[src/rtl/qracc_pkg.sv]
// Shared types for the QRAcc activation-memory path: grant/return source tags,
// arbiter FSM states and default sizing.
package qracc_pkg;

  typedef enum logic [1:0] {
    SRC_NONE   = 2'd0,
    SRC_INT_RD = 2'd1,
    SRC_WQ     = 2'd2,
    SRC_EXT    = 2'd3
  } actmem_src_t;

  typedef enum logic {
    S_RUN   = 1'b0,
    S_DRAIN = 1'b1
  } actmem_state_t;

  localparam int ACTMEM_DATA_W       = 128;
  localparam int ACTMEM_ADDR_W       = 16;
  localparam int ACTMEM_WQ_DEPTH     = 4;
  localparam int ACTMEM_STARVE_LIMIT = 8;

  // A granted access produces a read return when it is a compute read or an
  // external access without write enable.
  function automatic logic src_is_read(actmem_src_t src, logic ext_wen);
    return (src == SRC_INT_RD) || ((src == SRC_EXT) && !ext_wen);
  endfunction

endpackage

[src/rtl/qracc_actmem_wr_queue.sv]
// Ofmap writeback FIFO holding {addr, data} pairs in arrival order.
// Push is ignored when full, pop when empty; push+pop in one cycle keeps the count.
module qracc_actmem_wr_queue
  import qracc_pkg::*;
#(
  parameter int DEPTH = ACTMEM_WQ_DEPTH,
  parameter int AW    = ACTMEM_ADDR_W,
  parameter int DW    = ACTMEM_DATA_W
) (
  input  logic                     clk,
  input  logic                     rst,
  input  logic                     push_i,
  input  logic [AW-1:0]            push_addr_i,
  input  logic [DW-1:0]            push_data_i,
  input  logic                     pop_i,
  output logic [AW-1:0]            head_addr_o,
  output logic [DW-1:0]            head_data_o,
  output logic                     full_o,
  output logic                     empty_o,
  output logic [$clog2(DEPTH):0]   count_o
);

  localparam int PW = $clog2(DEPTH);

  logic [AW+DW-1:0] mem_q [DEPTH];
  logic [PW-1:0]    wr_ptr_q, rd_ptr_q;
  logic [PW:0]      count_q;
  logic             do_push, do_pop;

  assign full_o  = (count_q == (PW+1)'(DEPTH));
  assign empty_o = (count_q == '0);
  assign count_o = count_q;

  assign do_push = push_i && !full_o;
  assign do_pop  = pop_i && !empty_o;

  always_ff @(posedge clk) begin
    if (rst) begin
      wr_ptr_q <= '0;
      rd_ptr_q <= '0;
      count_q  <= '0;
    end else begin
      if (do_push) wr_ptr_q <= wr_ptr_q + 1'b1;
      if (do_pop)  rd_ptr_q <= rd_ptr_q + 1'b1;
      unique case ({do_push, do_pop})
        2'b10:   count_q <= count_q + 1'b1;
        2'b01:   count_q <= count_q - 1'b1;
        default: count_q <= count_q;
      endcase
    end
  end

  // NOTE: storage has no reset; the count and pointers decide what is valid,
  // so clearing the array would only cost reset fan-out.
  always_ff @(posedge clk) begin
    if (do_push) mem_q[wr_ptr_q] <= {push_addr_i, push_data_i};
  end

  assign {head_addr_o, head_data_o} = mem_q[rd_ptr_q];

endmodule

[src/rtl/qracc_actmem_arbiter.sv]
// Single-port arbiter for the activation SRAM: compute reads, queued ofmap writes
// and the external bus. Optional starvation guard: QRACC_ACTMEM_STARVE_GUARD_EN.
module qracc_actmem_arbiter
  import qracc_pkg::*;
#(
  parameter int dataWidth   = ACTMEM_DATA_W,
  parameter int addrBits    = ACTMEM_ADDR_W,
  parameter int wqDepth     = ACTMEM_WQ_DEPTH,
  parameter int starveLimit = ACTMEM_STARVE_LIMIT
) (
  input  logic                 clk,
  input  logic                 rst,
  input  logic                 int_rd_req,
  input  logic [addrBits-1:0]  int_rd_addr,
  output logic                 int_rd_gnt,
  output logic [dataWidth-1:0] int_rd_data,
  output logic                 int_rd_data_valid,
  input  logic                 int_wr_valid,
  input  logic [addrBits-1:0]  int_wr_addr,
  input  logic [dataWidth-1:0] int_wr_data,
  output logic                 int_wr_ready,
  input  logic                 ext_req,
  input  logic                 ext_wen,
  input  logic [addrBits-1:0]  ext_addr,
  input  logic [dataWidth-1:0] ext_wdata,
  output logic                 ext_gnt,
  output logic [dataWidth-1:0] ext_rdata,
  output logic                 ext_rdata_valid,
  input  logic                 flush,
  output logic                 flush_done,
  output logic                 wq_empty,
  output logic                 mem_cen,
  output logic                 mem_wen,
  output logic [addrBits-1:0]  mem_addr,
  output logic [dataWidth-1:0] mem_wdata,
  input  logic [dataWidth-1:0] mem_rdata
);

  localparam int CW = $clog2(wqDepth) + 1;

  if (wqDepth < 2 || (wqDepth & (wqDepth - 1)) != 0) begin : g_bad_depth
    $error("qracc_actmem_arbiter: wqDepth must be a power of two >= 2");
  end
  if (starveLimit < 1) begin : g_bad_limit
    $error("qracc_actmem_arbiter: starveLimit must be >= 1");
  end

  actmem_state_t           state_q;
  actmem_src_t             gnt_src;
  actmem_src_t             rd_src_q;
  logic                    wq_full, wq_is_empty, wq_push, wq_pop;
  logic [CW-1:0]           wq_count;
  logic [addrBits-1:0]     wq_head_addr;
  logic [dataWidth-1:0]    wq_head_data;
  logic                    drain_done;

  assign int_wr_ready = (wq_count != CW'(wqDepth));
  assign wq_push      = int_wr_valid && int_wr_ready;
  assign wq_pop       = (gnt_src == SRC_WQ);

  qracc_actmem_wr_queue #(
    .DEPTH (wqDepth),
    .AW    (addrBits),
    .DW    (dataWidth)
  ) u_wr_queue (
    .clk         (clk),
    .rst         (rst),
    .push_i      (wq_push),
    .push_addr_i (int_wr_addr),
    .push_data_i (int_wr_data),
    .pop_i       (wq_pop),
    .head_addr_o (wq_head_addr),
    .head_data_o (wq_head_data),
    .full_o      (wq_full),
    .empty_o     (wq_is_empty),
    .count_o     (wq_count)
  );

`ifdef QRACC_ACTMEM_STARVE_GUARD_EN
  localparam int SW = $clog2(starveLimit + 1);
  localparam logic [SW-1:0] STARVE_MAX = SW'(starveLimit);

  logic [SW-1:0] wq_starve_q, wq_starve_d, ext_starve_q, ext_starve_d;
  logic          wq_starved, ext_starved;

  assign wq_starved  = (wq_starve_q == STARVE_MAX) && !wq_is_empty;
  assign ext_starved = (ext_starve_q == STARVE_MAX) && ext_req;

  // Count consecutive pass-overs of a pending requester, saturating at the limit.
  always_comb begin
    wq_starve_d  = '0;
    ext_starve_d = '0;
    if (!wq_is_empty && gnt_src != SRC_WQ)
      wq_starve_d = (wq_starve_q == STARVE_MAX) ? STARVE_MAX : wq_starve_q + 1'b1;
    if (ext_req && gnt_src != SRC_EXT)
      ext_starve_d = (ext_starve_q == STARVE_MAX) ? STARVE_MAX : ext_starve_q + 1'b1;
  end

  always_ff @(posedge clk) begin
    if (rst) begin
      wq_starve_q  <= '0;
      ext_starve_q <= '0;
    end else begin
      wq_starve_q  <= wq_starve_d;
      ext_starve_q <= ext_starve_d;
    end
  end
`endif

  // NOTE: gnt_src is defaulted before any branch so no path leaves it
  // unassigned and no latch is inferred.
  always_comb begin
    gnt_src = SRC_NONE;
    if (!rst) begin
      if (state_q == S_DRAIN) begin
        if (!wq_is_empty)  gnt_src = SRC_WQ;
        else if (ext_req)  gnt_src = SRC_EXT;
      end else if (wq_full) begin
        gnt_src = SRC_WQ;
`ifdef QRACC_ACTMEM_STARVE_GUARD_EN
      end else if (wq_starved) begin
        gnt_src = SRC_WQ;
      end else if (ext_starved) begin
        gnt_src = SRC_EXT;
`endif
      end else if (int_rd_req) begin
        gnt_src = SRC_INT_RD;
      end else if (!wq_is_empty) begin
        gnt_src = SRC_WQ;
      end else if (ext_req) begin
        gnt_src = SRC_EXT;
      end
    end
  end

  assign int_rd_gnt = (gnt_src == SRC_INT_RD);
  assign ext_gnt    = (gnt_src == SRC_EXT);

  always_comb begin
    mem_cen   = 1'b0;
    mem_wen   = 1'b0;
    mem_addr  = '0;
    mem_wdata = '0;
    unique case (gnt_src)
      SRC_INT_RD: begin
        mem_cen  = 1'b1;
        mem_addr = int_rd_addr;
      end
      SRC_WQ: begin
        mem_cen   = 1'b1;
        mem_wen   = 1'b1;
        mem_addr  = wq_head_addr;
        mem_wdata = wq_head_data;
      end
      SRC_EXT: begin
        mem_cen   = 1'b1;
        mem_wen   = ext_wen;
        mem_addr  = ext_addr;
        mem_wdata = ext_wen ? ext_wdata : '0;
      end
      default: ;
    endcase
  end

  // Tag the cycle's read so the SRAM return one cycle later reaches its owner.
  always_ff @(posedge clk) begin
    if (rst) rd_src_q <= SRC_NONE;
    else     rd_src_q <= src_is_read(gnt_src, ext_wen) ? gnt_src : SRC_NONE;
  end

  assign int_rd_data_valid = !rst && (rd_src_q == SRC_INT_RD);
  assign ext_rdata_valid   = !rst && (rd_src_q == SRC_EXT);
  assign int_rd_data       = int_rd_data_valid ? mem_rdata : '0;
  assign ext_rdata         = ext_rdata_valid ? mem_rdata : '0;

  assign drain_done = (state_q == S_DRAIN) && wq_is_empty && (gnt_src != SRC_WQ);
  assign flush_done = !rst && drain_done;
  assign wq_empty   = rst || wq_is_empty;

  always_ff @(posedge clk) begin
    if (rst) begin
      state_q <= S_RUN;
    end else begin
      unique case (state_q)
        S_RUN:   if (flush)      state_q <= S_DRAIN;
        S_DRAIN: if (drain_done) state_q <= S_RUN;
        default:                 state_q <= S_RUN;
      endcase
    end
  end

endmodule

[config.mk]
export PLATFORM = sky130hd
export DESIGN_NAME = qracc_actmem_arbiter
export DESIGN_NICKNAME = d
export VERILOG_FILES = /design/src/rtl/qracc_pkg.sv /design/src/rtl/qracc_actmem_wr_queue.sv /design/src/rtl/qracc_actmem_arbiter.sv
export SDC_FILE = /design/constraint.sdc
export NUM_CORES = 1
export LEC_CHECK = 0
export CAP_MARGIN = 10
export CORE_AREA = 2 2 330 332
export DETAILED_ROUTE_END_ITERATION = 12
export DIE_AREA = 0 0 332 334
export GPL_ROUTABILITY_DRIVEN = 0
export PLACE_DENSITY = 0.51
export SYNTH_ARGS = -nofsm -noshare
export SYNTH_HDL_FRONTEND = slang
export SYNTH_SLANG_ARGS = --single-unit
[constraint.sdc]
create_clock -name clk -period 4.5 [get_ports clk]
set_input_delay 0.45 -clock clk [delete_from_list [all_inputs] [get_ports clk]]
set_output_delay 0.45 -clock clk [all_outputs]
set_load 0.05 [all_outputs]
==> results of run 1 <==
==> per-stage QoR <==
step,instance area [µm²],total power (W),utilization (%)
2_1_floorplan,24640,0.01118,-
3_3_place_gp,35560,0.01439,32.99
6_report,37580,0.01921,34.87
5_1_grt,37580,0.01996,34.86
4_1_cts,37560,0.01953,34.85
3_5_place_dp,35560,0.01446,32.99
==> cell usage in the layout, fill, tap and decap left out, types with 4 or more instances in the layout <==
cell,n
nor2_1,10
buf_12,96
mux4_2,144
diode_2,8
clkbuf_1,12
edfxtp_1,576
bufinv_16,8
clkinv_1,7
a22o_1,128
and3_4,5
clkdlybuf4s50_1,727
and2_1,256
clkbuf_16,62
a222oi_1,15
inv_1,22
clkinv_2,13
dfxtp_1,10
buf_4,56
nand2_1,5
ha_1,5
xor2_1,4
==> state kept, by name (all words and copies together), names as in the netlist, named ones only <==
| signal | flops |
|---|---|
| state_q | 1 |
| u_wr_queue.count_o | 3 |
| rd_src_q | 2 |
| u_wr_queue.wr_ptr_q | 2 |
| u_wr_queue.rd_ptr_q | 2 |
| u_wr_queue.mem_q | 576 |
==> final cells by class <==
cell class,instances,area (µm²)
fill,10310,70210
sequential,588,17540
timing repair buffer,879,9619
multi-input combinational,599,6546
tap,1414,1769
clock buffer,74,1597
clock inverter,36,405.4
inverter,22,82.58
antenna,8,20.02
==> Yosys cell counts <==
| cell type | count |
|---|---|
| nor3b_2 | 1 |
| a21oi_1 | 3 |
| a211oi_1 | 2 |
| or3_1 | 3 |
| nor3_2 | 1 |
| nor2_1 | 10 |
| a22o_1 | 128 |
| fa_1 | 1 |
| nand3_1 | 1 |
| xnor2_1 | 1 |
| nand2_1 | 5 |
| edfxtp_1 | 576 |
| a22oi_1 | 1 |
| or3b_1 | 1 |
| o211a_1 | 1 |
| clkbuf_1 | 58 |
| or2_1 | 1 |
| xor2_1 | 4 |
| buf_6 | 16 |
| nand2b_1 | 1 |
| nor2b_1 | 1 |
| a31oi_1 | 1 |
| a222oi_1 | 15 |
| and4_4 | 1 |
| o21ai_0 | 2 |
| and2_1 | 256 |
| ha_1 | 5 |
| buf_2 | 22 |
| mux4_2 | 144 |
| dfxtp_1 | 12 |
| nor3b_1 | 1 |
| inv_1 | 22 |
| and2_4 | 1 |
| and3_1 | 6 |
| o211ai_1 | 1 |
==> power by group through the flow <==
stage                     clock (W)  sequential, W  combinational, W
final                       0.00501        0.00679           0.00742
after CTS                   0.00516        0.00680           0.00756
after floorplan                   0        0.00683           0.00436
after global placement            0        0.00688           0.00750
after detailed placement          0        0.00692           0.00754
after global routing        0.00535        0.00684           0.00776
==> cells by family after synthesis <==
family | Yosys count | synth area share (%)
AOI/OAI and AO/OA | 154 | 5.449
muxes | 144 | 13.16
xor gates and xnor gates | 5 | 0.1777
and+or+nand+nor | 290 | 7.293
adders and majority gates | 6 | 0.3352
DFF | 588 | 71.18
buffers and inverters | 118 | 2.397
==> final timing paths <==
| path | to | slack (ns) | cells past startpoint |
|---|---|---|---|
| max | mem_wdata[32] | 0.63 | 5 |
| min | u_wr_queue.mem_q[3][103] | 0.46 | 1 |
| max reg2reg | u_wr_queue.count_o[2] | 1.81 | 8 |
| min reg2reg | u_wr_queue.wr_ptr_q[1] | 0.50 | 2 |
==> metal layers <==
| metal | part of all wire (%) | routed length (µm) |
|---|---|---|
| met5 | 0.034 | 33 |
| met4 | 4.3 | 4210 |
| met3 | 5.1 | 4967 |
| met2 | 56 | 54780 |
| met1 | 34 | 33410 |
==> critical path, cell delays in order, from the launching register on <==
cell	delay, ns
dfxtp_1	0.40
nand2b_1	0.29
and4_4	0.45
and2_4	0.54
a22o_1	0.25
clkdlybuf4s50_1	0.81
==> results.toml, run 1 <==
[power_and_ir_drop]
p_switching_w = 0.006494
p_int_w = 0.01272
pwr-share-clk_pct = 26.1
p_per_area_nw_per_um2 = 511.3
p_leak_nw = 12.51
p_seq_share_pct = 35.3
combPwrFrac_pct = 38.6
swShare_pct = 33.80
ir_drop_mv = 0.3424

[critical_path]
crit_type = "reg2out"
r2r_start = "state_q"
startpoint_type = "register"
cp_data_required_time_ns = 4.05
crit_fanout = 47
endpoint_kind = "primary output"
critPathArrivalTime_ns = 3.42
crit_path_start = "state_q"

[synth]
syn_inst = 1305
syn-num-nets = 1750
synth_seq_cells = 588
yosysWarnings = 0
syn_area_um2 = 24640
synth.distinct_cells = 35
post-synth-top-area-cell = "edfxtp_1"
synth_top_area_share_pct = 70.21
netlist_top_cells_area = "edfxtp_1 (70%), mux4_2 (13%), and2_1 (6.5%), a22o_1 (4.6%), dfxtp_1 (0.98%)"
avgSynthCellArea_um2 = 18.88
seq_area_frac_synth_pct = 71.18

[drt]
drt_first_iter_violations = 844
vias_per_cell = 4.344
drcViolationCount = 0
ant_nets = 0
drt_pass1_iterations = 5
wl_um = 97410
route.detailed.wl_per_inst_um = 26.91
vias = 15730

[clocking]
clock_latency_ns = 0.61
cts_htree_levels = 2
postCtsSetupBuffers = 0
cts_buffers = 60
cts_tree = "built"
clk_pin_slew_ns = 0.06
cts.repair.resized = 0
cts_root_buf = "clkbuf_16"
clkSinkCount = 588
clock_path_buffers = 3
hold_buffers = 0

[die]
fp-row-count = 121
design.die.area_um2 = 110900
die_w_um = 332
fp.dieH_um = 334
start_util_pct = 22.85
io_pins = 848
core_area_um2 = 107800

[min_path]
hold_path_startpoint = "int_wr_data[103]"
hold_path.class = "in2reg"

[global_routing]
busiest_layer = "met2"
grt.met1_usage_pct = 17.29
grt_pass1_wl_um = 132400
gr-total-overflow = 0
grtUsageMet3_pct = 3.317
grt_util_all_layers_pct = 17.00
antenna_found_initial = 42
grt_pass1_vias = 16580
grt_start_max_net_pins = 130
grt_util_met2_pct = 33.71

[sta]
setup-violations-final = 0
drv_slew = 0
skew_ns = 0.03117
relSlewSlack_pct = 28.38
worst_slack_ns = 0.6259
final-hold-violation-count = 0
fmax_mhz = 258.1
timing.hold.ws_ns = 0.4648
min_period_over_period_pct = 86.09
fin_tns_setup_ns = 0
rsz0062_at_grt = "no"
layout_min_cycle_time_ns = 3.874
tightest_slew_ns = 1.074

[final_layout]
layout-drive-gt1-share_pct = 18.20
final_cells = 3620
syn2layout_area_growth_pct = 52.55
fin_nets = 2595

[placement]
port_buffers = 847
dp.cells = 3502
dpl.hpwl_um = 75690
dpl_worst_slack_ns = 0.7859

[outcome]
status = "completed"

[run]
max_cap_violations = 0
(Power assumes the default switching activity.)
==> run 2, diff against run 1 <==
- ABC_AREA: unset -> 1
- CORE_AREA: 2 2 330 332 -> 2 2 334 336
- DIE_AREA: 0 0 332 334 -> 0 0 336 338
- PLACE_DENSITY: 0.51 -> 0.53
- REMOVE_ABC_BUFFERS: unset -> 1
==> run 2 against run 1 <==
- via count up 29%
- die area is 2.4% higher
- routed wire length is 9.2% higher
- total power is 21% lower
- critical path depth rose by 4
- final cell count increased by 31%
- register-to-register slack improved by 0.03 ns
- sequential power decreased by 5.2%
- sequential share of layout area rose by 0.070 points
- highest routed layer unchanged
==> results.toml, run 2 <==
[clocking]
clock_path_buffers = 3
cts_buffers = 61
clk_pin_slew_ns = 0.06
clock_latency_ns = 0.63
cts_root_buf = "clkbuf_16"
cts_tree = "built"
clkSinkCount = 588
cts_htree_levels = 2
postCtsSetupBuffers = 0
cts.repair.resized = 0
hold_buffers = 0

[sta]
fmax_mhz = 260.8
final-hold-violation-count = 0
tightest_slew_ns = 0.8601
relSlewSlack_pct = 42.48
drv_slew = 0
skew_ns = 0.02348
min_period_over_period_pct = 85.21
rsz0062_at_grt = "no"
layout_min_cycle_time_ns = 3.835
setup-violations-final = 0

[synth]
synthArstFlopShare_pct = 0
netlist_top_cells_area = "edfxtp_1 (68%), nor2_1 (8.3%), nand2_1 (6.6%), o21ai_0 (5.8%), o22ai_1 (3.6%)"
avgSynthCellArea_um2 = 10.65
ys_top_cells_by_count = "edfxtp_1 (576), nor2_1 (557), nand2_1 (443)"
syn_inst = 2380
synth-edff-count = 576
synthAdderAreaFrac_pct = 0.3259
syn_area_um2 = 25340
synth_top_area_share_pct = 68.26
synth_simple_gate_area_share_pct = 15.67
synth_most_common_cell = "edfxtp_1"
synth_top_family_by_area = "simple AND/OR/NAND/NOR gates"
post-synth-top-area-cell = "edfxtp_1"
synth-main-ff-cell = "edfxtp_1"
synth-xor-area-share_pct = 0.03457
seq_area_frac_synth_pct = 69.21
synth_mux_area_share_pct = 0
synth.distinct_cells = 26
yosysWarnings = 0
synth_compound_area_share_pct = 9.530
synth_seq_cells = 588

[die]
fp-row-count = 122
io_pins = 848
start_util_pct = 23.02
die_w_um = 336
fp.dieH_um = 338
core_area_um2 = 110100
design.die.area_um2 = 113600

[power_and_ir_drop]
p_switching_w = 0.004710
swShare_pct = 30.99
ir_drop_mv = 0.2894
p_int_w = 0.01049
p_seq_share_pct = 42.4
combPwrFrac_pct = 25.1
p_per_area_nw_per_um2 = 405.1
p_leak_nw = 13.66
pwr-share-clk_pct = 32.5

[final_layout]
final_util_pct = 34.10
layout_commonest_cell = "clkdlybuf4s50_1"
layout-drive-gt1-share_pct = 5.081
final_cell_area_um2 = 37530
largest_reg_flops = 576
final_cell_mix = "clkdlybuf4s50_1 (834), edfxtp_1 (576), nor2_1 (553), nand2_1 (443), o21ai_0 (293)"
fin_nets = 3622
top_register = "u_wr_queue.mem_q"
final_cells = 4727
syn2layout_area_growth_pct = 48.11

[critical_path]
r2r_slack_ns = 1.84
crit_path_end = "mem_wdata[124]"
r2r_end = "u_wr_queue.count_o[2]"
crit_type = "in2out"
r2r_start = "u_wr_queue.count_o[0]"
crit_path_start = "rst"
startpoint_type = "input port"
crit_fanout = 61
endpoint_kind = "primary output"
critPathArrivalTime_ns = 3.38
cp_data_required_time_ns = 4.05
reg2regPathDepth = 13

[placement]
port_buffers = 847
dp.cells = 4602
placed_cell_area_um2 = 35510
dpl.hpwl_um = 78250

[global_routing]
grt_start_max_net_pins = 167
grt_pass1_vias = 18950
grt_pass1_wl_um = 143400
gr-total-overflow = 0
grt_util_all_layers_pct = 17.80
antenna_found_initial = 40

[drt]
drt_pass1_iterations = 4
vias_per_cell = 4.282
drt_first_iter_violations = 1192
ant_nets = 0
route.detailed.wl_per_inst_um = 22.49
drcViolationCount = 0
wl_um = 106300
vias = 20240

[min_path]
hold_path.class = "in2reg"
holdPathStages = 1

[run]
max_cap_violations = 0

[outcome]
status = "completed"
run 2: cell types whose count changed after synthesis, sizes merged, moves of 6 or more:
cell    previous run  this run
nor2              10       561
a22o             128         0
o22ai              0       144
clkbuf            58        91
o21ai              2       293
nand3              1        24
a222oi            15         0
inv               22       152
nand2              5       444
buf               38        64
and2             257         0
mux4             144         0
and3               6         0
run 2: critical path, stage by stage:
cell and delay [ns]:
clkdlybuf4s50_1 0.64, inv_1 0.26, nand3_4 0.20, nand3_2 0.13
inv_6 0.28, buf_12 0.28, nand2_1 0.11, nand2_1 0.09
clkdlybuf4s50_1 0.80
run 2: kinds of logic (layout without fill, tap and decap cells):
kind of cell,after synthesis,in the layout
fa+ha+maj,6,6
xor+xnor,1,1
buf+inv,307,1155
compound gates,446,446
flops,588,588
other cells,0,11
simple gates,1032,1032
run 2: power by group through the flow:
stage               logic, W  clock network (W)  registers, W
CTS                  0.00387            0.00510       0.00644
global route         0.00406            0.00529       0.00646
detailed placement   0.00385                  0       0.00656
global placement     0.00386                  0       0.00655
finish               0.00381            0.00495       0.00644
floorplan            0.00208                  0       0.00668
run 2: final cells by class:
class	count	area [µm²]
multi-input combinational	1485	6506
fill	11110	72530
sequential	588	17540
clock inverter	41	414.1
tap	1488	1862
inverter	152	590.6
timing repair buffer	889	9011
antenna	11	27.53
clock buffer	73	1572
run 2: layer usage:
layer | routed length [µm] | global-route usage [%]
met1 | 38030 | 18.74
met2 | 58190 | 34.64
met3 | 5910 | 3.455
met4 | 4139 | 6.660
met5 | 55 | 0
run 2: how the worst min path moves through the flow:
stage                            from                  endpoint  slack (ns)
6_report              int_wr_data[39]   u_wr_queue.mem_q[1][39]        0.45
5_1_grt               int_wr_data[25]   u_wr_queue.mem_q[0][25]        0.42
4_1_cts              int_wr_data[103]  u_wr_queue.mem_q[0][103]        0.38
3_5_place_dp   u_wr_queue.rd_ptr_q[1]                  register        0.48
3_3_place_gp   u_wr_queue.rd_ptr_q[1]                  register        0.49
2_1_floorplan  u_wr_queue.rd_ptr_q[1]                  register        0.46
run 2: through the flow:
step	hold WS [ns]	power (W)	worst slack, ns	TNS (ns)
global placement	0.4892	0.01041	0.7468	0
finish	0.4462	0.01520	0.6655	0
floorplan	0.4581	0.008753	-5.280	-2695.64
global route	0.4196	0.01581	0.4550	0
CTS	0.3838	0.01540	0.5558	0
detailed placement	0.4839	0.01041	0.6553	0
==> run 3, diff against run 2 <==
- PLACE_DENSITY: 0.53 -> 0.57
==> run 3 against run 2 <==
- clock-buffer cell count shrank 3
- highest routed layer unchanged
- design area grew 0.21%
- largest power group unchanged
- sequential cell count is the same
- via count grew 0.75%
==> results.toml, run 3 (synthesized netlist as in run 2, its figures left out) <==
[drt]
drt_first_iter_violations = 1339
ant_nets = 0
vias_per_cell = 4.294
drcViolationCount = 0
route.detailed.wl_per_inst_um = 22.34
drt_pass1_iterations = 7
vias = 20390
wl_um = 106100

[final_layout]
layout-drive-gt1-share_pct = 6.418
largest_reg_flops = 576
nFillCells = 11120
top_register = "u_wr_queue.mem_q"
seq_area_um2 = 17540
layout_commonest_cell = "clkdlybuf4s50_1"
fin_nets = 3637
syn2layout_area_growth_pct = 48.42
final_cell_mix = "clkdlybuf4s50_1 (810), edfxtp_1 (576), nor2_1 (553), nand2_1 (443), o21ai_0 (293)"
multi_input_area_um2 = 6506
final_cell_area_um2 = 37610

[sta]
setup-violations-final = 0
fmax_mhz = 250.3
skew_ns = 0.03648
relSlewSlack_pct = 26.61
tightest_slew_ns = 1.101
layout_min_cycle_time_ns = 3.995
final-hold-violation-count = 0
rsz0062_at_grt = "no"
drv_slew = 0
timing.hold.ws_ns = 0.4264
min_period_over_period_pct = 88.78

[run]
max_cap_violations = 0

[clocking]
clkSinkCount = 588
clk_pin_slew_ns = 0.06
postCtsSetupBuffers = 0
clock_latency_ns = 0.65
cts_htree_levels = 2
clock_path_buffers = 3
cts_root_buf = "clkbuf_16"
cts_buffers = 60
hold_buffers = 0
cts_tree = "built"
cts.repair.resized = 0

[global_routing]
grt_start_max_net_pins = 202
grt_pass1_vias = 19040
grt_util_all_layers_pct = 17.68
grt_pass1_wl_um = 142200
antenna_found_initial = 60
gr-total-overflow = 0

[critical_path]
endpoint_kind = "primary output"
reg2regPathDepth = 12
r2r_start = "u_wr_queue.count_o[1]"
r2r_slack_ns = 1.82
crit_fanout = 201
crit_type = "reg2out"
r2r_end = "u_wr_queue.count_o[2]"
startpoint_type = "register"
critPathArrivalTime_ns = 3.54
cp_data_required_time_ns = 4.05

[die]
start_util_pct = 23.02
design.die.area_um2 = 113600
fp.dieH_um = 338
fp-row-count = 122
die_w_um = 336
io_pins = 848
core_area_um2 = 110100

[placement]
dpl.hpwl_um = 79020
placed_cell_area_um2 = 35520
port_buffers = 847

[min_path]
hold_path_startpoint = "ext_wen"
hold_path.class = "in2reg"
holdPathStages = 2
hold_end = "rd_src_q[1]"

[power_and_ir_drop]
p_per_area_nw_per_um2 = 407.6
p_leak_nw = 13.78
ir_drop_mv = 0.3516

[outcome]
status = "completed"
run 3: layout make-up:
cell class / count / share of cell area, %
clock buffers: 70 / 4.092
clock inverters: 41 / 1.321
flip-flops and latches: 588 / 46.65
repair buffers: 905 / 23.99
multi-input cells: 1485 / 17.30
diodes: 20 / 0.1331
inverters: 152 / 1.564
well taps: 1488 / 4.951
run 3: layer usage:
metal  vias up  wire length [µm]  GRT usage [%]
met5         -                87              0
met4        14              4665          8.663
met3       188              6064          3.530
met2       729             57980          33.97
met1      9681             37310          18.14
li1       9780                 -              -
run 3: worst max-delay path: stages, from the launching register on:
cell and delay, ns:
dfxtp_4 0.54, buf_12 0.51, o21ai_0 0.22, o22ai_1 0.33, nand2_1 0.10, nand2_1 0.07, clkdlybuf4s50_1 0.80
run 3: worst max-delay path by stage:
stage,startpoint,end,slack (ns),cells past startpoint
after floorplan,register,mem_addr[0],-5.28,5
after global placement,rst,mem_wdata[27],0.64,9
after detailed placement,rst,mem_wdata[39],0.63,9
after CTS,register,mem_addr[11],0.40,7
after global routing,register,mem_addr[2],0.32,7
final,register,mem_wdata[103],0.51,6
run 3: stage by stage:
stage               util, %  cells  setup TNS, ns  total power, W  setup slack, ns
detailed placement    32.28   4618              0         0.01039           0.6318
global route          34.16   4743              0         0.01594           0.3230
global placement      32.28   4618              0         0.01038           0.6407
floorplan                 -   2225       -2695.64        0.008753           -5.280
finish                34.17   4749              0         0.01533           0.5050
CTS                   34.13   4729              0         0.01552           0.4018
run 3: report_power, final:
part           internal, W  total, W  switching (W)
Combinational      0.00123   0.00379        0.00256
Sequential         0.00636   0.00644      0.0000782
Clock              0.00298   0.00510        0.00212
Total               0.0106    0.0153        0.00476
